`config.mk`:
```
export PLATFORM = sky130hd
export DESIGN_NAME = demo_mchn_arb_buf
export DESIGN_NICKNAME = d
export VERILOG_FILES = /design/src/rtl/demo_mchn_arb_buf.sv
export SDC_FILE = /design/constraint.sdc
export NUM_CORES = 1
export LEC_CHECK = 0
export ABC_AREA = 1
export BUFFER_PORTS_ARGS = -buffer_cell sky130_fd_sc_hd__buf_2
export CORE_ASPECT_RATIO = 1.4
export CORE_MARGIN = 3
export CORE_UTILIZATION = 30
export CTS_CLUSTER_DIAMETER = 200
export CTS_CLUSTER_SIZE = 40
export DETAILED_ROUTE_END_ITERATION = 12
export PLACE_DENSITY = 0.5
export RECOVER_POWER = 50
export SETUP_SLACK_MARGIN = 0.2
export SLEW_MARGIN = 20
export SYNTH_ARGS = -nofsm -noshare
export SYNTH_HDL_FRONTEND = slang
export SYNTH_SLANG_ARGS = --single-unit
```
`constraint.sdc`:
```
create_clock -name clk -period 6.5 [get_ports clk]
set_input_delay 1.3 -clock clk [delete_from_list [all_inputs] [get_ports clk]]
set_output_delay 1.3 -clock clk [all_outputs]
set_load 0.05 [all_outputs]
```
`src/rtl/demo_mchn_arb_buf.sv`:
```
// N-channel buffered arbiter: per-channel FIFOs merged by a round-robin or strict-priority
// arbiter into one registered valid/ready output tagged with the source channel.
module demo_mchn_arb_buf #(
  parameter int unsigned NUM_CH = 4,
  parameter int unsigned DATA_W = 32,
  parameter int unsigned DEPTH  = 4,
  localparam int unsigned CH_W  = $clog2(NUM_CH)
) (
  input  logic                     clk,
  input  logic                     rst_n,
  input  logic [NUM_CH-1:0]        in_vld,
  output logic [NUM_CH-1:0]        in_rdy,
  input  logic [NUM_CH*DATA_W-1:0] in_data,
  input  logic                     arb_mode,
  output logic                     out_vld,
  input  logic                     out_rdy,
  output logic [DATA_W-1:0]        out_data,
  output logic [CH_W-1:0]          out_ch,
  output logic [NUM_CH-1:0]        ch_empty
);

  localparam int unsigned PTR_W = $clog2(DEPTH);
  localparam int unsigned CNT_W = PTR_W + 1;

  logic [DATA_W-1:0] mem_q    [NUM_CH][DEPTH];
  logic [PTR_W-1:0]  wr_ptr_q [NUM_CH];
  logic [PTR_W-1:0]  wr_ptr_d [NUM_CH];
  logic [PTR_W-1:0]  rd_ptr_q [NUM_CH];
  logic [PTR_W-1:0]  rd_ptr_d [NUM_CH];
  logic [CNT_W-1:0]  count_q  [NUM_CH];
  logic [CNT_W-1:0]  count_d  [NUM_CH];

  logic [NUM_CH-1:0] push;
  logic [NUM_CH-1:0] pop;
  logic [CH_W-1:0]   grant;
  logic [CH_W-1:0]   cand;
  logic [CH_W-1:0]   rr_ptr_q;
  logic [CH_W-1:0]   rr_ptr_d;
  logic              found;
  int unsigned       idx;
  logic              load_en;
  logic              do_pop;

  logic              out_vld_q;
  logic [DATA_W-1:0] out_data_q;
  logic [CH_W-1:0]   out_ch_q;

  always_comb begin
    for (int unsigned i = 0; i < NUM_CH; i++) begin
      in_rdy[i]   = (count_q[i] != CNT_W'(DEPTH));
      ch_empty[i] = (count_q[i] == '0);
    end
  end

  // Scan order starts at ch0 in strict mode, at rr_ptr in round-robin mode.
  always_comb begin
    grant = '0;
    cand  = '0;
    found = 1'b0;
    idx   = 0;
    for (int unsigned k = 0; k < NUM_CH; k++) begin
      if (arb_mode) idx = k;
      else          idx = (32'(rr_ptr_q) + k) % NUM_CH;
      cand = CH_W'(idx);
      if (!found && !ch_empty[cand]) begin
        grant = cand;
        found = 1'b1;
      end
    end
  end

  always_comb begin
    load_en  = !out_vld_q || out_rdy;
    do_pop   = load_en && found;
    rr_ptr_d = rr_ptr_q;
    if (do_pop && !arb_mode) begin
      rr_ptr_d = (grant == CH_W'(NUM_CH - 1)) ? '0 : grant + CH_W'(1);
    end
    for (int unsigned i = 0; i < NUM_CH; i++) begin
      push[i]     = in_vld[i] && in_rdy[i];
      pop[i]      = do_pop && (grant == CH_W'(i));
      wr_ptr_d[i] = push[i] ? wr_ptr_q[i] + PTR_W'(1) : wr_ptr_q[i];
      rd_ptr_d[i] = pop[i]  ? rd_ptr_q[i] + PTR_W'(1) : rd_ptr_q[i];
      unique case ({push[i], pop[i]})
        2'b10:   count_d[i] = count_q[i] + CNT_W'(1);
        2'b01:   count_d[i] = count_q[i] - CNT_W'(1);
        default: count_d[i] = count_q[i];
      endcase
    end
  end

  always_ff @(posedge clk) begin
    for (int unsigned i = 0; i < NUM_CH; i++) begin
      if (push[i]) mem_q[i][wr_ptr_q[i]] <= in_data[i*DATA_W +: DATA_W];
    end
  end

  always_ff @(posedge clk) begin
    if (!rst_n) begin
      wr_ptr_q   <= '{default: '0};
      rd_ptr_q   <= '{default: '0};
      count_q    <= '{default: '0};
      rr_ptr_q   <= '0;
      out_vld_q  <= 1'b0;
      out_data_q <= '0;
      out_ch_q   <= '0;
    end else begin
      wr_ptr_q <= wr_ptr_d;
      rd_ptr_q <= rd_ptr_d;
      count_q  <= count_d;
      rr_ptr_q <= rr_ptr_d;
      if (do_pop) begin
        out_vld_q  <= 1'b1;
        out_data_q <= mem_q[grant][rd_ptr_q[grant]];
        out_ch_q   <= grant;
      end else if (load_en) begin
        // Nothing to send: drop valid, keep last payload.
        out_vld_q <= 1'b0;
      end
    end
  end

  assign out_vld  = out_vld_q;
  assign out_data = out_data_q;
  assign out_ch   = out_ch_q;

endmodule
```
== Word-level counts from Yosys, hierarchy flattened ==
Memory sizes are Yosys's and may differ from the RTL's.
Cells that the tools add are included.
Word-level totals
  register bits: 65
  RAM bits: 512
  bits of input ports: 136
  output and inout port bits: 43
  logic and storage cells: 156
  memories kept: 1
Cells by class
  $add $sub $neg: 20
  $lt $le $gt $ge: 14
  equality and inequality tests: 15
  multiplexer cells: 49
  bitwise gates (word level): 6
  reduce and logical (&&, ||, !) cells: 35
Memory list
  mem_q: words 4, bits a word 128, read ports 1, clocked after memory_dff 0, wr ports 4, RTL line 25  | logic [DATA_W-1:0] mem_q [NUM_CH][DEPTH];
Operators with widths (count)
  $mux W128: 4
  $demux W32 S2: 4
  $mux W32: 6
  $bmux W32 S2: 1
  $pmux W3 S2: 4
  $mux W2: 11
  $add A2 B1 Y2 const B: 10
  $ge A3 B3 Y1 const B: 6
  $not A2 Y3: 6
  $logic_and A1 B1 Y1: 17
  $mux W1: 14
  $add A3 B1 Y3 const B: 4
  $eq A2 B2 Y1 const B: 6
  $logic_not A3 Y1: 4
  $lt A2 B3 Y1 const B: 4
  $lt A3 B1 Y1 const B: 4
  $ne A3 B3 Y1 const B: 4
  $sub A3 B1 Y3 const B: 4
  $eq A2 B1 Y1 const B: 5
  $reduce_bool A2 Y1: 5
  $bmux W1 S2: 4
  $logic_not A1 Y1: 7
  $add A2 B2 Y2 const B: 2
  $bmux W2 S2: 1
  other kinds (2): 2

== Depth between registers and ports, before layout ==
Gate-level depths: netlist of the first run.
  depth in word-level cells: 21
  gate-level depth with buffers: 24
  depth with buffers taken out: 20

== Worst setup path before layout of the first run ==
No wires, ideal clock.
  path kind: input to register
  start: in arb_mode
  end: reg count_q[2] in the netlist's numbering
  setup time: 0.122 ns
  data arrival time: 3.794 ns
  required time: 6.378 ns
  path slack: 2.584 ns
  stages on the path: 21
  path through: inv_2 -> nand2_2 -> buf_6 -> nand2_1 -> nand2_1 -> nor2_2 -> nand4_2 -> nand2_2 -> buf_6 -> buf_6 -> buf_4 -> ha_1 -> nand2_1 -> inv_1 -> ha_1 -> inv_1 -> fa_1 -> a21oi_1 -> o21ai_0 -> o21ai_0 -> a21oi_1
Between the ends
  cells in the longest elaborated chain, start to end: 16
  elaborated cells between the ends (all ways): 35
  classes of those cells: 3 x eq/ne; 21 x mux; 11 x reduce/logical
RTL lines
  from (decl): RTL line 14  | input logic arb_mode,
  $mux W2: RTL line 62  | if (arb_mode) idx = k;
  $bmux W1 S2: RTL line 65  | if (!found && !ch_empty[cand]) begin
  $mux W1 (implied by the code): RTL line 65
  $logic_not A1 Y1: RTL line 65
  $logic_and A1 B1 Y1: RTL line 65
  $mux W1: RTL line 65
  $logic_not A1 Y1: RTL line 65
  $logic_and A1 B1 Y1: RTL line 65
  $mux W1: RTL line 65
  $logic_not A1 Y1: RTL line 65
  $logic_and A1 B1 Y1: RTL line 65
  $mux W2 / $mux W1 (equally long branches): RTL line 65
  $eq A2 B2 Y1 / $logic_and A1 B1 Y1 (equally long branches): RTL line 81, 74
  $logic_and A1 B1 Y1 (*): RTL line 81  | pop[i] = do_pop && (grant == CH_W'(i));
  net pop[3]: RTL line 34  | logic [NUM_CH-1:0] pop;
  $eq A2 B1 Y1 / $eq A2 B2 Y1 (equally long branches): RTL line 84  | unique case ({push[i], pop[i]})
  $pmux W3 S2 / $reduce_bool A2 Y1 (equally long branches)
  to (signal assigned): RTL line 110  | count_q <= count_d;
  to (decl): RTL line 30  | logic [CNT_W-1:0] count_q [NUM_CH];
Mark *: on every way through the listed nets, which the timed path passes. The rest lies on a longest branch. The select of a mux whose other input is x is not followed.
A chain may end at the register's enable or synchronous reset.

== Worst setup path after layout of the first run ==
  start: in arb_mode
  end: reg out_data_q[22] (netlist: out_data[22])
Between the ends
  cells in the longest elaborated chain, start to end: 20
  elaborated cells between the ends (all ways): 38
  classes of those cells: 26 x mux; 2 x bitwise; 9 x reduce/logical; 1 x memory
RTL lines
  $mux W2: RTL line 62
  $bmux W1 S2: RTL line 65
  $mux W1 (implied by the code): RTL line 65
  $logic_not A1 Y1: RTL line 65
  $logic_and A1 B1 Y1: RTL line 65
  $mux W1: RTL line 65
  $logic_not A1 Y1: RTL line 65
  $logic_and A1 B1 Y1: RTL line 65
  [2 not listed]
  $logic_and A1 B1 Y1: RTL line 65
  $mux W2: RTL line 65
  $not A2 Y3 (implied by the code): RTL line 114  | out_data_q <= mem_q[grant][rd_ptr_q[grant]];
  $bmux W2 S2: RTL line 114
  $mux W2 (implied by the code) (2 in series): RTL line 114
  $not A2 Y3 (implied by the code): RTL line 114
  $bmux W32 S2: RTL line 114
  $mux W32 (implied by the code) (2 in series): RTL line 114
  to (signal assigned): RTL line 114
  to (decl): RTL line 45  | logic [DATA_W-1:0] out_data_q;
Several ways; a longest one is shown, not always the timed one. The select of a mux whose other input is x is not followed.

==> impl_results.md, run 1 <==
* Synthesis-stage register bit count at 577
* Area of the core at 80600 sq um
* Max clock buf depth at 3
* Crit path max-delay family: buffers and inverters
* Slew @ Worst Pin at 3.26 ns
* Rel. slew slack at -1.17
* Yosys warning count at 0
* CTS tree: done
* FFs w/ async S/R, synth at 0
* MaxCap Viol Count at 8
* CP Max Fanout at 91
* Root Buffer: clkbuf_16
* Post-synth net total at 2426
* Status: finished with violations
* Die width at 247 um
* CP max-delay cell: buf_4
* DRT Pass-1 Iters at 6
* GR Overflow Total at 0
* Final setup fails at 0
* Hold_buf cts at 0
* Inserted Clock Buffers at 18
* Crit path kind: primary input to flip-flop
* Mapped cell area at 24400 sq um
* Number of flops mapped to enable cells by yosys at 512
* Setup TNS at 0 ns
* Synthesized area per cell at 10.8 sq um
* Die area at 85000 sq um
* Post-DRT Antenna Nets at 0
* Number of fill cells in the layout at 8184
* Clock Sinks at 577
* Min cycle time layout at 4.19 ns
* Clock Latency Late Sink at 0.60 ns
* CP required at 7.05 ns
* Top-level I/O count at 179
* Max Clock Skew at 0.0430 ns
* Initial Util at 0.303
* Wirelength per Cell at 21.5 um
* Most frequent cells in the layout: 635 x nand3_1, 600 x nand2_1, 512 x edfxtp_1
* DRC errors left at 0
* WL final at 73800 um
* Clock-pin slew on the worst setup and hold paths at 0.16 ns
* Fmax at 239 MHz
* Largest net degree at the start of global routing at 257
* Failing checks: max-capacitance violations, max-slew violations
* Number of H-tree levels at 1
* Crit path DAT at 4.73 ns
* Initial antenna violation count at 25
* Post-detail-place hpwl at 43100 um
* PortBufs at 178
* All-Layer GR Usage at 0.170
* First-pass GRT wire length at 107000 um
* Gpl congestion at 0.794
* HP Class: flip-flop to flip-flop
* Crit share post-route at 0.644
* Crit path buffers/inverters at 5
* Pins Over Slew Limit at 244
* Post-CTS Resized at 0
* Worst Setup Start Kind: primary input
* Synth Flop Type: edfxtp_1
* Hold Vio Cnt, Final at 0
* Nets at 2510
* CP cell instances: buf_2 -> inv_2 -> nand2_2 -> nand3_1 -> nand3_1 -> nand2_1 -> nand4_4 -> buf_4 -> buf_4 -> nand3_1 -> nand3_1 -> nand2_1 -> nand2_1 -> nand3_1 -> nand3_1 -> nand2_1 -> inv_1
* CP most frequent cell: nand3_1
* Via Count at 16991
* Synth cell types at 28
* Critical path endpoint category: flip-flop
* Unrepaired setup endpoints after global routing: no
* Die H at 344 um
* Post-CTS setup buffers at 0
* Rows at 123
* DRT iter0 DRCs at 1442
* Vias in the first global route at 16527
* Sequential area share after synthesis at 0.682
* Layout overhead on the synthesized area at 9.30%
* Most common cell after layout, fill and taps aside: nand3_1
* Via-to-Cell Ratio at 4.94
* Syn Inst Count at 2265
* CP max stage delay at 0.86 ns
* Layout cell share with drive strength beyond 1 at 0.0534
==> path summary, 6_finish.rpt <==
path	depth (start not counted)	slack [ns]	start	end
worst min-delay path	2	0.49	rd_ptr_q[5]	rd_ptr_q[5]
worst max register to register	5	2.64	count_q[1]	mem_q[3][18]
worst min register to register	2	0.49	rd_ptr_q[5]	rd_ptr_q[5]
worst max-delay path	17	2.31	arb_mode	out_data[22]
==> tightest hold or removal path, cell delays in order, from the launching register on <==
cell and delay, ns:
dfxtp_1 0.35, inv_1 0.06, a21oi_1 0.05
==> cells in the mapped netlist, types with 2 or more instances <==
library cell	n	area (sq um)
a21oi_1	30	150
nand3_1	635	3180
nand4_1	3	18.8
nor2_2	4	25.0
buf_1	10	37.5
clkbuf_1	54	203
o21ai_0	29	145
nand2_2	5	31.3
buf_2	53	265
ha_1	21	263
xor2_1	2	17.5
dfxtp_1	65	1300
nor2_1	102	383
edfxtp_1	512	15400
nand2_1	601	2260
inv_1	97	364
fa_1	4	80.1
buf_6	16	180
buf_4	12	90.1
nor2_4	2	22.5
==> state kept, by name, summed over array words and instances, names as in the netlist <==
signal	count
out_ch	2
out_vld	1
wr_ptr_q	8
rd_ptr_q	8
rr_ptr_q	2
out_data	32
mem_q	512
count_q	12
==> cell families after synthesis <==
kind of cell	synth area share
AOI/OAI and AO/OA	0.0127
buffers and inverters	0.0469
DFF	0.682
xor gates and xnor gates	0.000717
and+or+nand+nor	0.244
adders and majority gates	0.0140
==> per-layer routing <==
metal / vias up / share of wire / track usage / wire [um]
met5: - / 0.0014 / 0 / 103
met4: 16 / 0.032 / 0.0594 / 2380
met3: 133 / 0.054 / 0.0261 / 3970
met2: 490 / 0.50 / 0.295 / 36600
met1: 8348 / 0.42 / 0.215 / 30700
li1: 8004 / - / - / -
==> metrics by stage <==
| step | setup slack (ns) | utilization | instances | cell area [sq um] | hold WS, ns |
|---|---|---|---|---|---|
| after floorplan | 2.58 | - | 2265 | 24400 | 0.439 |
| after global placement | 1.81 | 0.326 | 3390 | 26300 | 0.467 |
| after detailed placement | 1.76 | 0.326 | 3390 | 26300 | 0.470 |
| after CTS | 2.38 | 0.333 | 3421 | 26800 | 0.494 |
| after global routing | 2.06 | 0.331 | 3430 | 26700 | 0.527 |
| final | 2.31 | 0.331 | 3438 | 26700 | 0.491 |
==> final cells by class <==
class                      count  area [sq um]  area share
multi-input combinational   1444          6790       0.254
tap                         1062          1330      0.0497
clock buffer                  30           517      0.0193
sequential                   577         16700       0.624
antenna                       16          40.0     0.00150
timing repair buffer         209           972      0.0364
inverter                      99           373      0.0140
clock inverter                 1          30.0     0.00112
Power of run 1 is left out: the tool's default activity adds up to more than one toggle a clock period on the data nets, which glitch-free logic cannot reach.
==> run 2, diff against run 1 <==
--- a/config.mk
+++ b/config.mk
@@ -13,7 +13,7 @@
 export CTS_CLUSTER_DIAMETER = 200
 export CTS_CLUSTER_SIZE = 40
 export DETAILED_ROUTE_END_ITERATION = 12
-export PLACE_DENSITY = 0.5
+export PLACE_DENSITY = 0.52
 export RECOVER_POWER = 50
 export SETUP_SLACK_MARGIN = 0.2
 export SLEW_MARGIN = 20
==> constraint.sdc (replaced) <==
create_clock -name clk -period 3.6 [get_ports clk]
set_input_delay 0.72 -clock clk [delete_from_list [all_inputs] [get_ports clk]]
set_output_delay 0.72 -clock clk [all_outputs]
set_load 0.05 [all_outputs]
==> run 2 against run 1 <==
The run now ends clean. Clock skew down 0.0030 ns. Die area is the same. Largest cell class unchanged. Critical path type is now flip-flop to flip-flop. Count of clock-buffer cells in the layout rose by 1. Worst setup slack worse by 1.8 ns. Via count increased by 0.35%.
==> impl_results.md, run 2 (synthesized netlist as in run 1, its figures left out) <==
* Status: completed
* Min cycle time layout at 3.06 ns
* Rel. slew slack at 0.221 (+1.39)
* Crit path kind: flip-flop to flip-flop
* Number of H-tree levels at 1 (unchanged)
* Clock-pin slew on the worst setup and hold paths at 0.15 ns (about the same)
* Reg2reg start: count_q[4]
* PortBufs at 178 (unchanged)
* Post-detail-place hpwl at 46500 um (+7.8%)
* Via-to-Cell Ratio at 4.93 (-0.29%)
* Vias in the first global route at 16840 (+1.9%)
* Area of the core at 80600 sq um (unchanged)
* Most common cell after layout, fill and taps aside: nand3_1
* First-pass GRT wire length at 109000 um (+1.7%)
* Max Clock Skew at 0.0399 ns (-0.00303 ns)
* CP required at 4.09 ns (-2.96 ns)
* Worst hold start: in_data[52]
* Hold Vio Cnt, Final at 0 (unchanged)
* GR Overflow Total at 0 (unchanged)
* Inserted Clock Buffers at 18 (unchanged)
* Pins Over Slew Limit at 0 (-100%)
* Number of fill cells in the layout at 8145 (-0.48%)
* WL final at 75000 um (+1.6%)
* Wirelength per Cell at 21.7 um (+0.94%)
* Largest net degree at the start of global routing at 145 (-44%)
* All-Layer GR Usage at 0.173 (+0.00327)
* Initial Util at 0.303 (unchanged)
* DRT iter0 DRCs at 1204 (-17%)
* Final setup fails at 0 (unchanged)
* Slew @ Worst Pin at 1.17 ns (-2.09 ns)
* Clock Latency Late Sink at 0.59 ns (about the same)
* Layout cell share with drive strength beyond 1 at 0.0666 (+0.0132)
* MaxCap Viol Count at 0 (-8)
* Post-CTS setup buffers at 0 (unchanged)
* HP Class: primary input to flip-flop
* Die H at 344 um (unchanged)
* Crit share post-route at 0.850
* CTS tree: done
* Setup TNS at 0 ns (unchanged)
* Top-level I/O count at 179 (unchanged)
* Fmax at 327 MHz
* Clock Sinks at 577 (unchanged)
* CP Max Fanout at 10 (-89%)
* Die width at 247 um (unchanged)
* Critical path endpoint category: flip-flop
* DRT Pass-1 Iters at 5 (-1)
* Max clock buf depth at 3 (unchanged)
* Via Count at 17050 (+0.35%)
* Crit path DAT at 3.55 ns (-1.18 ns)
* Gpl congestion at 0.818 (+3.1%)
* Post-DRT Antenna Nets at 0 (unchanged)
* Layout overhead on the synthesized area at 10.7%
* DRC errors left at 0 (unchanged)
* Initial antenna violation count at 25 (unchanged)
* Unrepaired setup endpoints after global routing: no
* Nets at 2538 (+1.1%)
* Rows at 123 (unchanged)
* Worst Setup Start Kind: flip-flop
* Max FFs per register at 512 (unchanged)
* Die area at 85000 sq um (unchanged)
* Setup crit start: count_q[4]
* Most frequent cells in the layout: 634 x nand3_1, 600 x nand2_1, 512 x edfxtp_1
* Root Buffer: clkbuf_16
[run 2: cell count changes in the layout (fill, tap and decap cells not counted), moves of 2 or more]
cell     previous run  this run
buf_6               1         3
buf_12              1        13
nor2_1             88        86
diode_2            16         9
buf_4              21        37
[run 2: metrics by stage]
| stage | worst slack (ns) | hold slack [ns] | cell area, sq um | std cells | utilization |
|---|---|---|---|---|---|
| floorplan | 0.264 | 0.439 | 24400 | 2265 | - |
| global placement | 0.121 | 0.473 | 26700 | 3419 | 0.331 |
| detailed placement | 0.121 | 0.476 | 26700 | 3419 | 0.331 |
| CTS | 0.548 | 0.315 | 27200 | 3451 | 0.337 |
| global route | 0.220 | 0.370 | 27100 | 3454 | 0.336 |
| finish | 0.542 | 0.384 | 27100 | 3460 | 0.336 |
[run 2: final cells by class]
cell class,instances,area (sq um),area share
clock inverters,1,30.0,0.00111
inverters,99,373,0.0138
clock buffers,31,520,0.0192
flip-flops and latches,577,16700,0.616
repair buffers,237,1330,0.0489
well taps,1062,1330,0.0491
diodes,9,22.5,0.000832
multi-input cells,1444,6800,0.251
[run 2: worst paths after layout]
check,end,slack [ns],cells past startpoint
worst max-delay path,count_q[8],0.54,17
worst min-delay path,mem_q[1][52],0.38,1
worst max register to register,count_q[8],0.54,17
worst min register to register,rd_ptr_q[5],0.50,2
[run 2: metal layers]
metal / part of all wire / global-route usage
met2: 0.51 / 0.313
met4: 0.026 / 0.0491
met3: 0.053 / 0.0284
met5: 0.0012 / 0
met1: 0.41 / 0.212
[run 2: timing repair]
action / CTS / global route
resized for setup: 0 / 4
endpoints found under the setup margin: 0 / 13
hold buffers: 0 / 0
[run 2: worst max-delay path, stage by stage (launching register included)]
cell     delay [ns]
dfxtp_1        0.36
nor2_1         0.25
nand2_1        0.16
nand2_1        0.11
nand2_1        0.10
nor2_2         0.21
nand4_4        0.17
nand2_8        0.15
inv_1          0.07
nor3_1         0.17
buf_4          0.16
ha_1           0.13
inv_1          0.07
fa_1           0.37
a21oi_1        0.14
o21ai_0        0.11
o21ai_0        0.17
a21oi_1        0.05
Power of run 2 is left out for the same reason.
